<file path="config.mk">
export PLATFORM = sky130hd
export DESIGN_NAME = pc_fetch_sequencer
export DESIGN_NICKNAME = d
export VERILOG_FILES = /design/src/rtl/pc_fetch_sequencer.sv
export SDC_FILE = /design/constraint.sdc
export NUM_CORES = 1
export LEC_CHECK = 0
export CORE_ASPECT_RATIO = 0.6
export CORE_UTILIZATION = 37
export DETAILED_ROUTE_END_ITERATION = 7
export PLACE_DENSITY = 0.93
export SYNTH_ARGS = -nofsm -noshare
export SYNTH_HDL_FRONTEND = slang
export SYNTH_SLANG_ARGS = --single-unit
</file>
<file path="constraint.sdc">
create_clock -name clk -period 2.8 [get_ports clk]
set_clock_uncertainty 0.15 [all_clocks]
set_input_delay 0.28 -clock clk [delete_from_list [all_inputs] [get_ports clk]]
set_output_delay 0.28 -clock clk [all_outputs]
set_load 0.02 [all_outputs]
</file>
<file path="src/rtl/pc_fetch_sequencer.sv">
// Instruction fetch/decode sequencer driving an external program counter.
// Walks IDLE -> FETCH -> DECODE -> FETCH ..., parking in HALT on opcode 0xF.
// The program counter stays outside this block; it only receives load/inc strobes.
module pc_fetch_sequencer #(
  parameter int N  = 8,
  parameter int IW = 16
) (
  input  logic          clk,
  input  logic          rst_n,
  input  logic          start,
  input  logic [N-1:0]  pc_in,
  output logic [N-1:0]  pc_data,
  output logic          pc_load,
  output logic          pc_inc,
  output logic          imem_req,
  output logic [N-1:0]  imem_addr,
  input  logic          imem_ack,
  input  logic [IW-1:0] imem_rdata,
  input  logic          zero_flag,
  output logic [IW-1:0] instr,
  output logic          instr_valid,
  output logic          busy,
  output logic          halted
);

  typedef enum logic [1:0] {
    S_IDLE,
    S_FETCH,
    S_DECODE,
    S_HALT
  } state_t;

  localparam logic [3:0] OP_JMP  = 4'h1;
  localparam logic [3:0] OP_BZ   = 4'h2;
  localparam logic [3:0] OP_HALT = 4'hF;

  state_t     state;
  logic [3:0] opcode;

  assign opcode = instr[IW-1:IW-4];

  // State register and instruction latch; ack is only honoured in FETCH.
  always_ff @(posedge clk or negedge rst_n) begin
    if (!rst_n) begin
      state <= S_IDLE;
      instr <= '0;
    end else begin
      case (state)
        S_IDLE: begin
          if (start) state <= S_FETCH;
        end
        S_FETCH: begin
          if (imem_ack) begin
            instr <= imem_rdata;
            state <= S_DECODE;
          end
        end
        S_DECODE: begin
          if (opcode == OP_HALT) state <= S_HALT;
          else                   state <= S_FETCH;
        end
        S_HALT: begin
          if (start) state <= S_FETCH;
        end
        default: state <= S_IDLE;
      endcase
    end
  end

  // Strobes and memory request decoded from state; an async reset clears them at once.
  always_comb begin
    pc_data     = '0;
    pc_load     = 1'b0;
    pc_inc      = 1'b0;
    imem_req    = 1'b0;
    imem_addr   = '0;
    instr_valid = 1'b0;
    busy        = 1'b0;
    halted      = 1'b0;
    case (state)
      S_FETCH: begin
        busy      = 1'b1;
        imem_req  = 1'b1;
        imem_addr = pc_in;
      end
      S_DECODE: begin
        busy = 1'b1;
        case (opcode)
          OP_JMP: begin
            pc_load = 1'b1;
            pc_data = instr[N-1:0];
          end
          OP_BZ: begin
            if (zero_flag) begin
              pc_load = 1'b1;
              pc_data = instr[N-1:0];
            end else begin
              pc_inc = 1'b1;
            end
          end
          OP_HALT: begin
          end
          default: begin
            pc_inc      = 1'b1;
            instr_valid = 1'b1;
          end
        endcase
      end
      S_HALT: begin
        halted = 1'b1;
        // resuming steps past the HALT word
        if (start) pc_inc = 1'b1;
      end
      default: begin
      end
    endcase
  end

endmodule

</file>
---- Word-level counts from Yosys, hierarchy flattened ----
Index checks and enable logic that the tools add are counted.
W data, S select, Z words.
word-level totals
  bits in registers ....................... 18
  input bits .............................. 29
  logic and storage cells ................. 37
  output and inout bits ................... 38
cells by class
  equal/unequal tests ..................... 8
  mux-type cells .......................... 20
  reduce and logical (&&, ||, !) cells .... 7
operator list
  cell                  number
  $mux W8               3
  $pmux W8 S2           1
  $mux W1               9
  $mux W2               3
  $pmux W1 S2           3
  $pmux W2 S3           1
  $reduce_or A2 Y1      3
  $eq A2 B2 Y1 const B  2
  $eq A4 B1 Y1 const B  1
  $eq A4 B2 Y1 const B  1
  $eq A4 B4 Y1 const B  1
  $reduce_and A2 Y1     2
  $reduce_or A3 Y1      1
  $eq A2 B1 Y1 const B  1
  $logic_not A2 Y1      1
  $ne A2 B1 Y1 const B  1
  $ne A2 B2 Y1 const B  1

---- Depth between registers and ports, before layout ----
Gate-level depths: netlist of run 1.
  depth in word-level cells ............... 4
  depth in mapped cells ................... 5
  mapped depth without buffers ............ 5

---- Worst setup path after synthesis of run 1 ----
No wires, ideal clock.
  kind .................................... reg2reg
  from .................................... register state[1]
  to ...................................... register instr[10]
  buffers on the path ..................... 1
  library setup time ...................... 128 ps
  data required time ...................... 2522 ps
  stages on the path, launching flop included .. 6
  slack ................................... 1149 ps
  data arrival time ....................... 1373 ps
  period minus slack after synthesis ...... 1651 ps
  cell sequence ........................... dfrtp_1 inv_1 ha_1 nand2_2 buf_4 mux2_1
on the way
  longest elaborated chain between the ends .. 2
RTL lines
  element                      RTL line  text
  start: declaration           37        state_t state;
  start signal: assignment     45        state <= S_IDLE;
  start signal: assignment     50        if (start) state <= S_FETCH;
  start signal: assignment     55        state <= S_DECODE;
  $eq A2 B1 Y1                 48        case (state)
  $reduce_and A2 Y1 (no line)  -
  end signal: assignment       54        instr <= imem_rdata;
  end: declaration             20        output logic [IW-1:0] instr,
Every way passes these cells.
A chain may end at the register's enable or synchronous reset.

---- Final worst setup path of run 1 ----
  from .................................... register state[0]
  to ...................................... output pc_data[0]
on the way
  longest elaborated chain between the ends .. 2
RTL lines
  element           RTL line  text
  $eq A2 B2 Y1      80        case (state)
  $mux W8           80
  end: declaration  12        output logic [N-1:0] pc_data,
Every way passes these cells.

==> results of run 1 <==
## metrics by stage
step / utilization / setup slack, ns / instances / total power [W]
detailed placement: 0.7104 / 0.4586 / 170 / 0.001624
finish: 0.7346 / 0.4156 / 174 / 0.001813
CTS: 0.7346 / 0.4030 / 174 / 0.001834
global route: 0.7346 / 0.2904 / 174 / 0.001937
global placement: 0.7104 / 0.4944 / 170 / 0.001596
floorplan: - / 1.149 / 76 / 0.001110
## critical path, delay by kind of cell, from the launching register on
family	cells	cell delay (ns)
AO/OA/AOI/OAI	1	0.23
AND/OR/NAND/NOR	1	0.14
adder cells (fa/ha/maj)	1	0.25
buffers and inverters	2	0.68
flip-flops	1	0.41
## flip-flops by register name (all words and copies together) (netlist names)
| name | cells |
|---|---|
| instr | 16 |
| state | 2 |
## kinds of logic after synthesis
kind of cell    Yosys count
simple gates             25
mux                      18
flops                    18
compound gates            6
buf+inv                   6
fa+ha+maj                 3
## power groups by stage
| stage | combinational (W) | sequential, W | clock, W |
|---|---|---|---|
| 2_1_floorplan | 0.000472 | 0.000638 | 0 |
| 3_3_place_gp | 0.00110 | 0.000499 | 0 |
| 3_5_place_dp | 0.00112 | 0.000509 | 0 |
| 4_1_cts | 0.00112 | 0.000505 | 0.000211 |
| 5_1_grt | 0.00119 | 0.000527 | 0.000224 |
| 6_report | 0.00110 | 0.000503 | 0.000205 |
## routing by layer
metal / vias up / global-route usage / part of all wire
met4: 0 / 0.03191 / 0
met2: 30 / 0.3131 / 0.49
met3: 0 / 0.07778 / 0.070
met1: 398 / 0.2068 / 0.44
li1: 394 / - / -
met5: - / 0 / 0
## worst max-delay path by stage
stage | from | end | slack [ns]
after floorplan | state[1] | instr[10] | 1.15
after global placement | zero_flag | pc_data[3] | 0.49
after detailed placement | zero_flag | pc_data[0] | 0.46
after CTS | state[0] | pc_data[0] | 0.40
after global routing | state[0] | pc_data[4] | 0.29
final | state[0] | pc_data[0] | 0.42
## layout by cell type (no fill, tap or decap)
cell type / Yosys / routed
a21boi_1: 1 / 1
and2_1: 15 / 15
and3_1: 1 / 1
dfrtp_1: 18 / 18
nor2b_2: 1 / 1
o21ai_0: 2 / 2
clkbuf_8: 0 / 4
a32o_1: 1 / 1
mux2_2: 15 / 15
nand4b_1: 1 / 1
o211a_4: 1 / 1
nand3b_1: 1 / 1
mux2_1: 2 / 2
nor2_1: 1 / 1
and2_4: 1 / 1
mux2i_1: 1 / 1
clkdlybuf4s50_1: 0 / 66
nand4_1: 1 / 1
nor2b_1: 1 / 1
and3b_1: 1 / 1
nand2_2: 1 / 1
ha_1: 3 / 3
a21oi_1: 1 / 1
inv_1: 4 / 4
## layout make-up
cell class              count  area [sq um]  area share
clock buffers               4         55.05     0.03291
inverters                   4         15.01    0.008975
multi-input cells          52         454.2      0.2715
flip-flops and latches     18         450.4      0.2693
well taps                  30         37.54     0.02244
repair buffers             66         660.6      0.3949
==> summary.txt, run 1 <==
Run status
  – Status: finished, final reports clean

Logic synthesis
  – Top FF cell, synth: dfrtp_1
  – Multiplexer share of the synthesized area: 0.2161
  – XOR/XNOR Fraction of Synth Area: 0
  – Most common cell in the netlist: dfrtp_1
  – Compound-gate portion of the synthesized area: 0.05369
  – #FFs+latches synth: 18
  – Largest family of logic cells by synthesized area: multiplexers
  – Post-synthesis adder-cell area fraction: 0.04027
  – Async SR Flop Fraction: 1.000
  – Mapped cell area: 932.1 sq um
  – Synth area leader: dfrtp_1
  – Post-synth top cells: 18 x dfrtp_1, 15 x and2_1, 15 x mux2_2
  – Simple-gate area share of the yosys netlist: 0.1772
  – YS warnings: 0
  – Mean post-synth cell area: 12.27 sq um
  – Largest cells by area after synthesis: dfrtp_1 48%, mux2_2 18%, and2_1 10%, ha_1 4.0%, mux2_1 2.4%
  – Top-area cell type share of the netlist area: 0.4832
  – Cell variety after synth: 24
  – Syn nets: 108
  – Number of flops mapped to enable cells by yosys: 0
  – Post-synthesis sequential area ratio: 0.4832
  – Cell count after synthesis: 76

CTS
  – CTS tree: built
  – H-tree depth: 1
  – CTS clock-pin slew for the worst setup and hold paths: 0.07 ns
  – Post-cts resize count: 0
  – CTS sink cnt: 18
  – Post-CTS Hold Fix Bufs: 0
  – # Post-CTS Setup Buffers: 0
  – CTS Buf Count: 3
  – CTS root buf: clkbuf_8
  – Longest Clk Path Bufs: 2
  – Worst skew pair latency: 0.25 ns

Timing
  – RSZ-0062 raised after global routing: false
  – Fin Setup TNS: 0 ns
  – Min cycle time layout: 2.384 ns
  – Slew of the pin with the lowest slew margin: 0.7786 ns
  – Tcrit/Tclk final: 0.8516
  – Slew Viols, Final: 0
  – WHS: 0.3339 ns
  – Fmax: 419.4 MHz
  – Setup violators final: 0
  – Rel. slew slack: 0.4793
  – Endpoints failing hold: 0

Finish
  – Fraction of layout cells with a size suffix above 1: 0.1597
  – Fillers: 168
  – Area delta synth->final: 79.46%
  – Final Net Count: 177
  – N_diodes: 0
  – Fin area: 1673 sq um

Pwr
  – Seq pwr share: 0.277
  – Clock share of power: 0.113
  – Pwr/cell area: 1084 nW/um^2
  – Part of the power in combinational logic: 0.609
  – Leak: 0.7035 nW
  – Worst VDD drop: 637.9 uV
  – Sw frac: 0.3877
  – Switch Pwr: 0.0007031 W
  – Cell Int Power: 0.001110 W

GRT
  – Initial antenna violation count: 0
  – Gr usage total: 0.1770
  – Total gr overflow: 0
  – First-pass GRT wire length: 3.463 mm
  – Vias in the first global route: 802
  – Largest net degree at the start of global routing: 19

Die
  – Die area: 2731 sq um
  – Top Ports: 67
  – Initial Util: 0.4093
  – Rows: 13
  – Die H: 40.88 microns
  – Area of the core: 2277 sq um
  – Die W: 66.80 microns

Setup path
  – Worst Path Arrival: 1.95 ns
  – CP cell instances: inv_1 > ha_1 > o211a_4 > and2_1 > clkdlybuf4s50_1
  – Crit-path max cell delay: 0.61 ns
  – R2r setup slk: 1.00 ns
  – FF-to-FF path depth: 4
  – CP Data Required Time: 2.37 ns
  – Kind of critical path: flop to primary output
  – Crit Path Max Fanout: 9
  – CP Launch Type: flop
  – Worst r2r src: state[1]
  – CP Capture Type: primary output
  – R2R Path End: instr[9]
  – Slowest cell on crit path: clkdlybuf4s50_1

Detailed routing
  – Detail Route Antenna Nets: 0
  – WL per Instance: 12.53 microns
  – Initial DRC count: 10
  – DR pass1 iterations: 2
  – Wirelength, routed: 2.181 mm
  – Via-to-Cell Ratio: 4.724
  – Via count: 822
  – DRC Markers: 0

Job
  – MaxCap Viol Count: 0

Place
  – DPL Wire Length: 1.837 mm
  – RD Place Congestion: 0.7098
  – PortBufs: 66
  – Placed Area: 1618 sq um

Worst hold path
  – Worst min-delay path category: input pin to async pin
No activity file was read; power rests on OpenSTA's default activity.
==> run 2, diff against run 1 <==
CORE_MARGIN = 5   (was unset)
SLEW_MARGIN = 20   (was unset)
==> run 2 against run 1 <==
  * Cell count rose by 1.1%
  * Maximum frequency is 0.47% lower
  * First-iteration DRC count rose to 2.9 times the previous value
  * Worst setup slack got worse by 0.011 ns
  * Clock-buffer cell count did not move
  * Die area up 34%
  * Critical path type unchanged
  * Largest power group unchanged
==> summary.txt, run 2 (synthesized netlist as in run 1, its figures left out) <==
Pwr
  – Cell Int Power: 0.001113 W (+0.22%)
  – Seq pwr share: 0.276 (about the same)
  – Clock share of power: 0.114 (about the same)
  – Switch Pwr: 0.0007196 W (+2.4%)
  – Part of the power in combinational logic: 0.610 (about the same)
  – Leak: 0.7035 nW (unchanged)
  – Pwr/cell area: 1094 nW/um^2 (+0.89%)
  – Worst VDD drop: 555.9 uV (-13%)
  – Sw frac: 0.3927 (+0.005012)

Finish
  – Max reg flops: 16 (unchanged)
  – Fraction of layout cells with a size suffix above 1: 0.1597 (unchanged)
  – Biggest regs: instr x16, state x2
  – Final Net Count: 177 (unchanged)
  – Area delta synth->final: 79.73%
  – Top reg by flops: instr
  – Commonest non-fill, non-tap cells in the layout: 66 x clkdlybuf4s50_1, 18 x dfrtp_1, 15 x and2_1, 15 x mux2_2
  – N_diodes: 0 (unchanged)
  – Commonest non-fill, non-tap cell in the layout: clkdlybuf4s50_1

Die
  – Die H: 48.88 microns (+20%)
  – Die W: 74.80 microns (+12%)
  – Top Ports: 67 (unchanged)
  – Die area: 3656 sq um (+34%)
  – Initial Util: 0.3801 (-0.02924)
  – Area of the core: 2452 sq um (+7.7%)
  – Rows: 14 (+1)

Timing
  – Final WS setup: 0.4043 ns (-0.01132 ns)
  – Rel. slew slack: 0.4742 (-0.005128)
  – Fin Setup TNS: 0 ns (unchanged)
  – Slew Viols, Final: 0 (unchanged)
  – WHS: 0.3351 ns (+0.001167 ns)
  – Endpoints failing hold: 0 (unchanged)
  – Min cycle time layout: 2.396 ns (+0.01132 ns)
  – Tcrit/Tclk final: 0.8556 (+0.004041)
  – Fmax: 417.4 MHz (-0.47%)
  – RSZ-0062 raised after global routing: false
  – Setup violators final: 0 (unchanged)
  – Slew of the pin with the lowest slew margin: 0.7863 ns (+0.007668 ns)

CTS
  – CTS root buf: clkbuf_8
  – # Post-CTS Setup Buffers: 0 (unchanged)
  – Post-cts resize count: 0 (unchanged)
  – Post-CTS Hold Fix Bufs: 0 (unchanged)
  – CTS Buf Count: 3 (unchanged)
  – H-tree depth: 1 (unchanged)
  – Worst skew pair latency: 0.25 ns (about the same)
  – CTS clock-pin slew for the worst setup and hold paths: 0.07 ns (about the same)
  – CTS sink cnt: 18 (unchanged)
  – CTS tree: built
  – Longest Clk Path Bufs: 2 (unchanged)

GRT
  – Vias in the first global route: 908 (+13%)
  – First-pass GRT wire length: 4.229 mm (+22%)
  – Initial antenna violation count: 0 (unchanged)
  – Gr usage total: 0.1488 (-0.02820)
  – Total gr overflow: 0 (unchanged)
  – Largest net degree at the start of global routing: 19 (unchanged)

Place
  – Pre-CTS setup slack: 0.4550 ns (-0.003574 ns)
  – RD Place Congestion: 0.7499 (+5.6%)
  – PortBufs: 66 (unchanged)

Job
  – MaxCap Viol Count: 0 (unchanged)

Run status
  – Status: finished, final reports clean

Worst hold path
  – Worst min-delay path category: input pin to async pin

Detailed routing
  – Top sig layer: met4
  – Met2 routed WL: 1.277 mm (+19%)
  – Initial DRC count: 29 (+19)
  – WL per Instance: 14.41 microns (+15%)
  – Wirelength, routed: 2.537 mm (+16%)
  – Via count: 833 (+1.3%)
  – WL met3: 262 microns (+71%)
  – Met1 WL: 959 microns (+0.10%)
  – DR pass1 iterations: 4 (+2)
  – Via-to-Cell Ratio: 4.733 (+0.19%)
  – DRC Markers: 0 (unchanged)
  – Detail Route Antenna Nets: 0 (unchanged)

Setup path
  – CP Launch Point: state[0]
  – Crit Path Max Fanout: 9 (unchanged)
  – CP Data Required Time: 2.37 ns (about the same)
  – Worst Path Arrival: 1.97 ns (+0.02 ns)
  – Kind of critical path: flop to primary output
  – CP Capture Type: primary output
  – CP Launch Type: flop
  – Worst r2r src: state[1]
## run 2: cell counts in the layout (fill, tap and decap cells not counted)
Identical to the previous run, type by type.
## run 2: path summary, 6_finish.rpt
check | end | slack [ns] | cells past startpoint
worst max-delay path | pc_data[6] | 0.40 | 5
worst min-delay path | instr[15] | 0.34 | 1
worst max register to register | instr[10] | 1.03 | 4
worst min register to register | instr[9] | 0.35 | 1
max in group asynchronous | instr[4] | 1.67 | 1
min in group clk | instr[9] | 0.35 | 1
## run 2: layer usage
metal  GRT usage  vias to the layer above
met3     0.06996                        4
met2      0.2522                       35
met1      0.1679                      400
li1            -                      394
met5           0                        -
met4     0.03550                        0
## run 2: stage by stage
step           std cells  area (sq um)  total power [W]    util
6_report             176          1675         0.001832  0.6832
5_1_grt              176          1675         0.001952  0.6832
4_1_cts              176          1675         0.001857  0.6832
3_5_place_dp         172          1620         0.001641  0.6607
3_3_place_gp         172          1620         0.001603  0.6607
2_1_floorplan         76         932.1         0.001110       -
## run 2: worst max-delay path: stages, from the launching register on
cell and delay [ns]:
dfrtp_1 0.42, inv_1 0.07, ha_1 0.25, o211a_4 0.24, and2_1 0.14, clkdlybuf4s50_1 0.59
## run 2: final cells by class
cell class,instances,area (sq um)
sequential,18,450.4
clock buffer,4,55.05
multi-input combinational,52,454.2
tap,32,40.04
fill,195,777.0
inverter,4,15.01
timing repair buffer,66,660.6
## run 2: power by group through the flow
| stage | registers (W) | logic [W] | clock network [W] |
|---|---|---|---|
| global placement | 0.000497 | 0.00111 | 0 |
| global route | 0.000528 | 0.00120 | 0.000225 |
| detailed placement | 0.000508 | 0.00113 | 0 |
| finish | 0.000505 | 0.00112 | 0.000209 |
| CTS | 0.000506 | 0.00114 | 0.000215 |
| floorplan | 0.000638 | 0.000472 | 0 |
